## src/rtl/hazard_unit_if.sv

```systemverilog
// rtl/hazard_unit_if.sv - pipeline-to-hazard-unit signal bundle
interface hazard_unit_if #(
    parameter int CNT_W = 16
);
    logic [4:0]       Rs1D;
    logic [4:0]       Rs2D;
    logic [4:0]       Rs1E;
    logic [4:0]       Rs2E;
    logic [4:0]       RdE;
    logic [4:0]       RdM;
    logic [4:0]       RdW;
    logic [1:0]       ResultSrcE;
    logic             RegWriteM;
    logic             RegWriteW;
    logic             PCSrcE;
    logic             MemReqM;
    logic             MemReadyM;
    logic [1:0]       ForwardAE;
    logic [1:0]       ForwardBE;
    logic             StallF;
    logic             StallD;
    logic             StallE;
    logic             StallM;
    logic             FlushD;
    logic             FlushE;
    logic             FlushW;
    logic             MemErr;
    logic [CNT_W-1:0] StallCnt;
    logic [CNT_W-1:0] FlushCnt;

    // Pipeline side: supplies register/hazard info, consumes control
    modport master (
        output Rs1D, Rs2D, Rs1E, Rs2E, RdE, RdM, RdW, ResultSrcE,
               RegWriteM, RegWriteW, PCSrcE, MemReqM, MemReadyM,
        input  ForwardAE, ForwardBE, StallF, StallD, StallE, StallM,
               FlushD, FlushE, FlushW, MemErr, StallCnt, FlushCnt
    );

    // Hazard unit side
    modport slave (
        input  Rs1D, Rs2D, Rs1E, Rs2E, RdE, RdM, RdW, ResultSrcE,
               RegWriteM, RegWriteW, PCSrcE, MemReqM, MemReadyM,
        output ForwardAE, ForwardBE, StallF, StallD, StallE, StallM,
               FlushD, FlushE, FlushW, MemErr, StallCnt, FlushCnt
    );
endinterface

```

## src/rtl/hazard_unit.sv

```systemverilog
// rtl/hazard_unit.sv - forwarding, stall/flush control, data-memory wait FSM and event counters
module hazard_unit #(
    parameter int MEM_TIMEOUT = 16,
    parameter int CNT_W       = 16
) (
    input  logic        clk,
    input  logic        reset,
    hazard_unit_if.slave hz
);
    localparam int WAIT_W = $clog2(MEM_TIMEOUT) + 1;
    localparam logic [WAIT_W-1:0] WAIT_LAST = WAIT_W'(MEM_TIMEOUT - 1);

    localparam logic [1:0] RUN      = 2'd0;
    localparam logic [1:0] MEM_WAIT = 2'd1;
    localparam logic [1:0] MEM_ERR  = 2'd2;

    logic [1:0]        state;
    logic [1:0]        state_next;
    logic [WAIT_W-1:0] wait_cnt;
    logic [WAIT_W-1:0] wait_cnt_next;
    logic [CNT_W-1:0]  stall_cnt;
    logic [CNT_W-1:0]  flush_cnt;
    logic              mem_busy;
    logic              lw_stall;

    // MEM result beats WB result; x0 is never a forwarding source
    function automatic logic [1:0] fwd_sel(
        input logic [4:0] rs,
        input logic [4:0] rd_m,
        input logic       we_m,
        input logic [4:0] rd_w,
        input logic       we_w
    );
        if (we_m && (rd_m != 5'd0) && (rd_m == rs))
            return 2'b10;
        else if (we_w && (rd_w != 5'd0) && (rd_w == rs))
            return 2'b01;
        else
            return 2'b00;
    endfunction

    // Hazard detection: load-use and memory-busy conditions
    always_comb begin
        lw_stall = (hz.ResultSrcE == 2'b01) && (hz.RdE != 5'd0) &&
                   ((hz.RdE == hz.Rs1D) || (hz.RdE == hz.Rs2D));
        mem_busy = ((state == RUN) && hz.MemReqM && !hz.MemReadyM) ||
                   ((state == MEM_WAIT) && !hz.MemReadyM) ||
                   (state == MEM_ERR);
    end

    // Stage controls; reset forces a clean, flushed pipeline
    always_comb begin
        hz.ForwardAE = fwd_sel(hz.Rs1E, hz.RdM, hz.RegWriteM, hz.RdW, hz.RegWriteW);
        hz.ForwardBE = fwd_sel(hz.Rs2E, hz.RdM, hz.RegWriteM, hz.RdW, hz.RegWriteW);
        hz.StallF    = mem_busy || (lw_stall && !hz.PCSrcE);
        hz.StallD    = mem_busy || (lw_stall && !hz.PCSrcE);
        hz.StallE    = mem_busy;
        hz.StallM    = mem_busy;
        hz.FlushD    = hz.PCSrcE && !mem_busy;
        hz.FlushE    = (hz.PCSrcE || lw_stall) && !mem_busy;
        hz.FlushW    = mem_busy;
        if (reset) begin
            hz.ForwardAE = 2'b00;
            hz.ForwardBE = 2'b00;
            hz.StallF    = 1'b0;
            hz.StallD    = 1'b0;
            hz.StallE    = 1'b0;
            hz.StallM    = 1'b0;
            hz.FlushD    = 1'b1;
            hz.FlushE    = 1'b1;
            hz.FlushW    = 1'b1;
        end
    end

    // Memory wait FSM next-state: count busy cycles, give up after MEM_TIMEOUT
    always_comb begin
        state_next    = state;
        wait_cnt_next = wait_cnt;
        case (state)
            RUN: begin
                if (hz.MemReqM && !hz.MemReadyM) begin
                    state_next    = MEM_WAIT;
                    wait_cnt_next = WAIT_W'(1);
                end
            end
            MEM_WAIT: begin
                if (hz.MemReadyM) begin
                    state_next    = RUN;
                    wait_cnt_next = '0;
                end else if (wait_cnt == WAIT_LAST) begin
                    state_next = MEM_ERR;
                end else begin
                    wait_cnt_next = wait_cnt + WAIT_W'(1);
                end
            end
            MEM_ERR: begin
                state_next = MEM_ERR;
            end
            default: begin
                state_next    = RUN;
                wait_cnt_next = '0;
            end
        endcase
    end

    // FSM state registers
    always_ff @(posedge clk) begin
        if (reset) begin
            state    <= RUN;
            wait_cnt <= '0;
        end else begin
            state    <= state_next;
            wait_cnt <= wait_cnt_next;
        end
    end

    // Saturating performance counters for stall and flush cycles
    always_ff @(posedge clk) begin
        if (reset) begin
            stall_cnt <= '0;
            flush_cnt <= '0;
        end else begin
            if (hz.StallF && (stall_cnt != {CNT_W{1'b1}}))
                stall_cnt <= stall_cnt + CNT_W'(1);
            if (hz.FlushD && (flush_cnt != {CNT_W{1'b1}}))
                flush_cnt <= flush_cnt + CNT_W'(1);
        end
    end

    // Registered status outputs
    always_comb begin
        hz.MemErr   = (state == MEM_ERR);
        hz.StallCnt = stall_cnt;
        hz.FlushCnt = flush_cnt;
    end
endmodule

```

## src/flat_wrapper.sv

```systemverilog
// flat-port wrapper written by rule: the top's interface ports become plain ports
module hazard_unit_flat 
#(
    parameter int MEM_TIMEOUT = 16,
    parameter int CNT_W       = 16
)
  (clk, reset, hz_Rs1D, hz_Rs2D, hz_Rs1E, hz_Rs2E, hz_RdE, hz_RdM, hz_RdW, hz_ResultSrcE, hz_RegWriteM, hz_RegWriteW, hz_PCSrcE, hz_MemReqM, hz_MemReadyM, hz_ForwardAE, hz_ForwardBE, hz_StallF, hz_StallD, hz_StallE, hz_StallM, hz_FlushD, hz_FlushE, hz_FlushW, hz_MemErr, hz_StallCnt, hz_FlushCnt);
  hazard_unit_if #(.CNT_W(CNT_W)) hz_i ();
  input  logic clk;
  input  logic reset;
  input wire logic [$bits(hz_i.Rs1D)-1:0] hz_Rs1D;
  input wire logic [$bits(hz_i.Rs2D)-1:0] hz_Rs2D;
  input wire logic [$bits(hz_i.Rs1E)-1:0] hz_Rs1E;
  input wire logic [$bits(hz_i.Rs2E)-1:0] hz_Rs2E;
  input wire logic [$bits(hz_i.RdE)-1:0] hz_RdE;
  input wire logic [$bits(hz_i.RdM)-1:0] hz_RdM;
  input wire logic [$bits(hz_i.RdW)-1:0] hz_RdW;
  input wire logic [$bits(hz_i.ResultSrcE)-1:0] hz_ResultSrcE;
  input wire logic [$bits(hz_i.RegWriteM)-1:0] hz_RegWriteM;
  input wire logic [$bits(hz_i.RegWriteW)-1:0] hz_RegWriteW;
  input wire logic [$bits(hz_i.PCSrcE)-1:0] hz_PCSrcE;
  input wire logic [$bits(hz_i.MemReqM)-1:0] hz_MemReqM;
  input wire logic [$bits(hz_i.MemReadyM)-1:0] hz_MemReadyM;
  output wire logic [$bits(hz_i.ForwardAE)-1:0] hz_ForwardAE;
  output wire logic [$bits(hz_i.ForwardBE)-1:0] hz_ForwardBE;
  output wire logic [$bits(hz_i.StallF)-1:0] hz_StallF;
  output wire logic [$bits(hz_i.StallD)-1:0] hz_StallD;
  output wire logic [$bits(hz_i.StallE)-1:0] hz_StallE;
  output wire logic [$bits(hz_i.StallM)-1:0] hz_StallM;
  output wire logic [$bits(hz_i.FlushD)-1:0] hz_FlushD;
  output wire logic [$bits(hz_i.FlushE)-1:0] hz_FlushE;
  output wire logic [$bits(hz_i.FlushW)-1:0] hz_FlushW;
  output wire logic [$bits(hz_i.MemErr)-1:0] hz_MemErr;
  output wire logic [$bits(hz_i.StallCnt)-1:0] hz_StallCnt;
  output wire logic [$bits(hz_i.FlushCnt)-1:0] hz_FlushCnt;
  assign hz_i.Rs1D = hz_Rs1D;
  assign hz_i.Rs2D = hz_Rs2D;
  assign hz_i.Rs1E = hz_Rs1E;
  assign hz_i.Rs2E = hz_Rs2E;
  assign hz_i.RdE = hz_RdE;
  assign hz_i.RdM = hz_RdM;
  assign hz_i.RdW = hz_RdW;
  assign hz_i.ResultSrcE = hz_ResultSrcE;
  assign hz_i.RegWriteM = hz_RegWriteM;
  assign hz_i.RegWriteW = hz_RegWriteW;
  assign hz_i.PCSrcE = hz_PCSrcE;
  assign hz_i.MemReqM = hz_MemReqM;
  assign hz_i.MemReadyM = hz_MemReadyM;
  assign hz_ForwardAE = hz_i.ForwardAE;
  assign hz_ForwardBE = hz_i.ForwardBE;
  assign hz_StallF = hz_i.StallF;
  assign hz_StallD = hz_i.StallD;
  assign hz_StallE = hz_i.StallE;
  assign hz_StallM = hz_i.StallM;
  assign hz_FlushD = hz_i.FlushD;
  assign hz_FlushE = hz_i.FlushE;
  assign hz_FlushW = hz_i.FlushW;
  assign hz_MemErr = hz_i.MemErr;
  assign hz_StallCnt = hz_i.StallCnt;
  assign hz_FlushCnt = hz_i.FlushCnt;
  hazard_unit #(.MEM_TIMEOUT(MEM_TIMEOUT), .CNT_W(CNT_W)) u_core (.clk(clk), .reset(reset), .hz(hz_i));
endmodule
```

## config.mk

```make
export PLATFORM = sky130hd
export DESIGN_NAME = hazard_unit_flat
export DESIGN_NICKNAME = d
export VERILOG_FILES = /design/src/rtl/hazard_unit_if.sv /design/src/rtl/hazard_unit.sv /design/src/flat_wrapper.sv
export SDC_FILE = /design/constraint.sdc
export NUM_CORES = 1
export LEC_CHECK = 0
export CORE_MARGIN = 2
export CORE_UTILIZATION = 50
export CTS_BUF_LIST = sky130_fd_sc_hd__clkbuf_4 sky130_fd_sc_hd__clkbuf_8
export DETAILED_ROUTE_END_ITERATION = 7
export PLACE_DENSITY = 0.95
export SETUP_SLACK_MARGIN = 0.02
export SKIP_CTS_REPAIR_TIMING = 1
export SYNTH_ARGS = -nofsm -noshare
export SYNTH_HDL_FRONTEND = slang
export SYNTH_SLANG_ARGS = --single-unit
```

## constraint.sdc

```tcl
create_clock -name clk -period 4.8 [get_ports clk]
set_input_delay 1.44 -clock clk [delete_from_list [all_inputs] [get_ports clk]]
set_output_delay 1.44 -clock clk [all_outputs]
set_load 0.05 [all_outputs]
```

==> key figures <==
Drt
  • Pre-Repair DR Iteration Count: 5
  • Routed wire per std cell: 15.1 µm
  • Iter 0 DRT Violations: 123
  • Vias: 2677
  • Remaining antenna violation count after routing: 0
  • Routed WL: 7100 µm
  • Drt via density: 5.68
  • DRC violations left: 0

GRT
  • Vias in the first global route: 2581
  • Largest net degree at the start of global routing: 18
  • Initial antenna violation count: 0
  • GRT overflow: 0
  • First-pass GRT wire length: 11900 µm
  • GRT Total Usage: 0.248

CTS
  • CTS Sinks: 39
  • Clock Latency Late Sink: 0.29 ns
  • CTS tree: built
  • Num CTS Buffers: 5
  • CTS max path bufs: 2
  • Clk pin slew, worst setup/hold paths: 0.08 ns
  • CTS H-Tree Depth: 2
  • Clock root buffer: clkbuf_8

Pwr
  • Total chip power: 0.000789 W
  • Sw Share: 0.281
  • Internal Pwr Total: 0.000567 W
  • Psw: 0.000222 W
  • Comb pwr share: 0.224
  • Clk pwr share: 0.351
  • Static leakage: 1.28 nW
  • Cell Pwr Density: 209 nW/µm²
  • Maximum vdd drop: 0.149 mV
  • Seq pwr share: 0.425

Cells and area
  • NumNets Final: 448
  • Post-Layout Cell Count: 471
  • N_diodes: 0
  • Layout area overhead: 43.8%
  • Layout cells sized above 1: 0.142
  • Finished layout cell area: 3770 µm²

Placement
  • HPWL Detailed: 5520 µm
  • Placed Instances: 463
  • Post-place instance area: 3660 µm²
  • Global placement routability congestion: 0.913
  • PortBufs: 87

Logic synthesis
  • Main flop type after synthesis: dfxtp_1
  • Post-Syn Nets: 355
  • Synthesized netlist cell count: 307
  • Async S/R FF share, synth: 0
  • Register area share after synthesis: 0.298
  • Yosys reg bits: 39
  • Number of enable flip-flop cells after synthesis: 0
  • Syn Area/Cell: 8.55 µm²
  • Synth Cell Area: 2620 µm²
  • Cell variety after synth: 61
  • Synth Warn #: 0

Setup path
  • Worst Path Arrival: 3.17 ns
  • Slowest stage delay, CP: 0.57 ns
  • CP Max Fanout: 4
  • Worst Setup End Kind: output port
  • Startpoint types: input port
  • Kind of critical path: input port to output port
  • CP cell instances: clkdlybuf4s50_1, or4_1, o21a_2, a21oi_4, nor2_2, buf_12
  • WP data required: 3.36 ns
  • Flop2flop setup slack: 2.36 ns
  • Slowest cell on the critical path: or4_1

Floorplanning
  • FP Rows: 26
  • Die Area: 5840 µm²
  • Boundary pin count: 88
  • Die H: 76.4 µm
  • Initial core utilization: 0.517
  • Die W: 76.4 µm
  • Core box area: 5070 µm²

Hold path
  • Worst hold path type: register to register

STA
  • Setup violations, final: 0
  • Min cycle time layout: 4.61 ns
  • Hold slack: 0.499 ns
  • Relative slew slack: 0.382
  • Max Freq: 217 MHz
  • Slew Viols, Final: 0
  • Clock Skews: 0.00558 ns
  • Final period util: 0.960
  • Hold Violations, Final: 0
  • Least-Margin Pin Slew: 0.924 ns
  • Setup TNS: 0 ns
  • RSZ-0062 raised after global routing: no

Job
  • Max_cap viols: 0

Status
  • Status: finished, final reports clean
per-stage QoR:
stage / utilization / setup WS (ns)
floorplan: - / -0.0746
global placement: 0.721 / 0.168
detailed placement: 0.721 / 0.0943
CTS: 0.743 / 0.0915
global route: 0.743 / 0.108
finish: 0.743 / 0.194
synth_stat cells (7+ instances only):
library cell,number,share of area
dfxtp_1,39,0.30
xnor2_1,31,0.10
nand2_1,26,0.037
nor2_1,26,0.037
xor2_1,16,0.053
nand3_1,15,0.029
nor3_1,15,0.029
a21oi_1,14,0.027
nand4_1,9,0.021
and3_1,7,0.017
inv_1,7,0.010
o21ai_0,7,0.013
or3_1,7,0.017
or4_1,7,0.020
state kept, by name, indices dropped and copies added (netlist names):
name / count
u_core.hz.FlushCnt: 16
u_core.hz.StallCnt: 16
u_core.wait_cnt: 5
u_core.state: 2
area by class of cell:
| cell class | count | area, µm² |
|---|---|---|
| Fill cell | 376 | 1300 |
| Inverter | 7 | 26.3 |
| Timing Repair Buffer | 98 | 1040 |
| Multi-Input combinational cell | 249 | 1730 |
| Clock buffer | 5 | 68.8 |
| Sequential cell | 39 | 781 |
| Clock inverter | 3 | 43.8 |
| Tap cell | 70 | 87.6 |
power by group through the flow:
stage                     sequential, W  combinational [W]  clock [W]
after floorplan                0.000351          0.0000910          0
after global placement         0.000342           0.000171          0
after detailed placement       0.000343           0.000176          0
after CTS                      0.000335           0.000176   0.000282
after global routing           0.000336           0.000189   0.000297
final                          0.000335           0.000177   0.000277
logic make-up (layout without fill, tap and decap cells):
kind of cell               count (synthesis)  in the layout  share of synthesized area
and+or+nand+nor                          143            143                      0.316
AOI/OAI and AO/OA                         52             52                      0.150
xor gates and xnor gates                  47             47                      0.157
DFF                                       39             39                      0.298
buffers and inverters                     19            113                     0.0491
adders and majority gates                  4              4                     0.0191
muxes                                      3              3                     0.0119
metal layers:
layer  part of all wire  vias up  GRT usage  routed length (µm)
li1                   -     1302          -                   -
met4              0.024        0      0.120                 172
met2               0.51       99      0.439                3640
met1               0.40     1258      0.278                2850
met5                  0        -          0                   0
met3              0.061       18     0.0616                 436
worst max-delay path, delay by kind of cell:
kind / cells / cell delay, ns
buf+inv: 2 / 0.63
compound gates: 2 / 0.44
simple gates: 2 / 0.66
worst paths after layout:
path                                    startpoint  depth (start not counted)               endpoint
worst min register to register  u_core.wait_cnt[1]                          2     u_core.wait_cnt[1]
worst max-delay path                     hz_RdE[3]                          6              hz_StallF
worst max register to register     u_core.state[0]                          6  u_core.hz.FlushCnt[3]
worst min-delay path            u_core.wait_cnt[1]                          2     u_core.wait_cnt[1]
placed cells by master, fill, tap and decap left out, types with 3 or more instances in the layout:
cell	n
a21oi_1	14
a31oi_1	6
and3_1	7
and4_1	3
buf_12	9
buf_4	13
clkbuf_8	5
clkdlybuf4s50_1	76
dfxtp_1	39
ha_1	4
inv_1	7
nand2_1	26
nand3_1	15
nand3_2	3
nand4_1	9
nor2_1	25
nor2_2	4
nor3_1	13
nor4_1	6
o21ai_0	6
o21ai_1	3
o31ai_1	4
or3_1	7
or4_1	7
xnor2_1	31
xor2_1	16
Power figures use the tool's default switching activity.
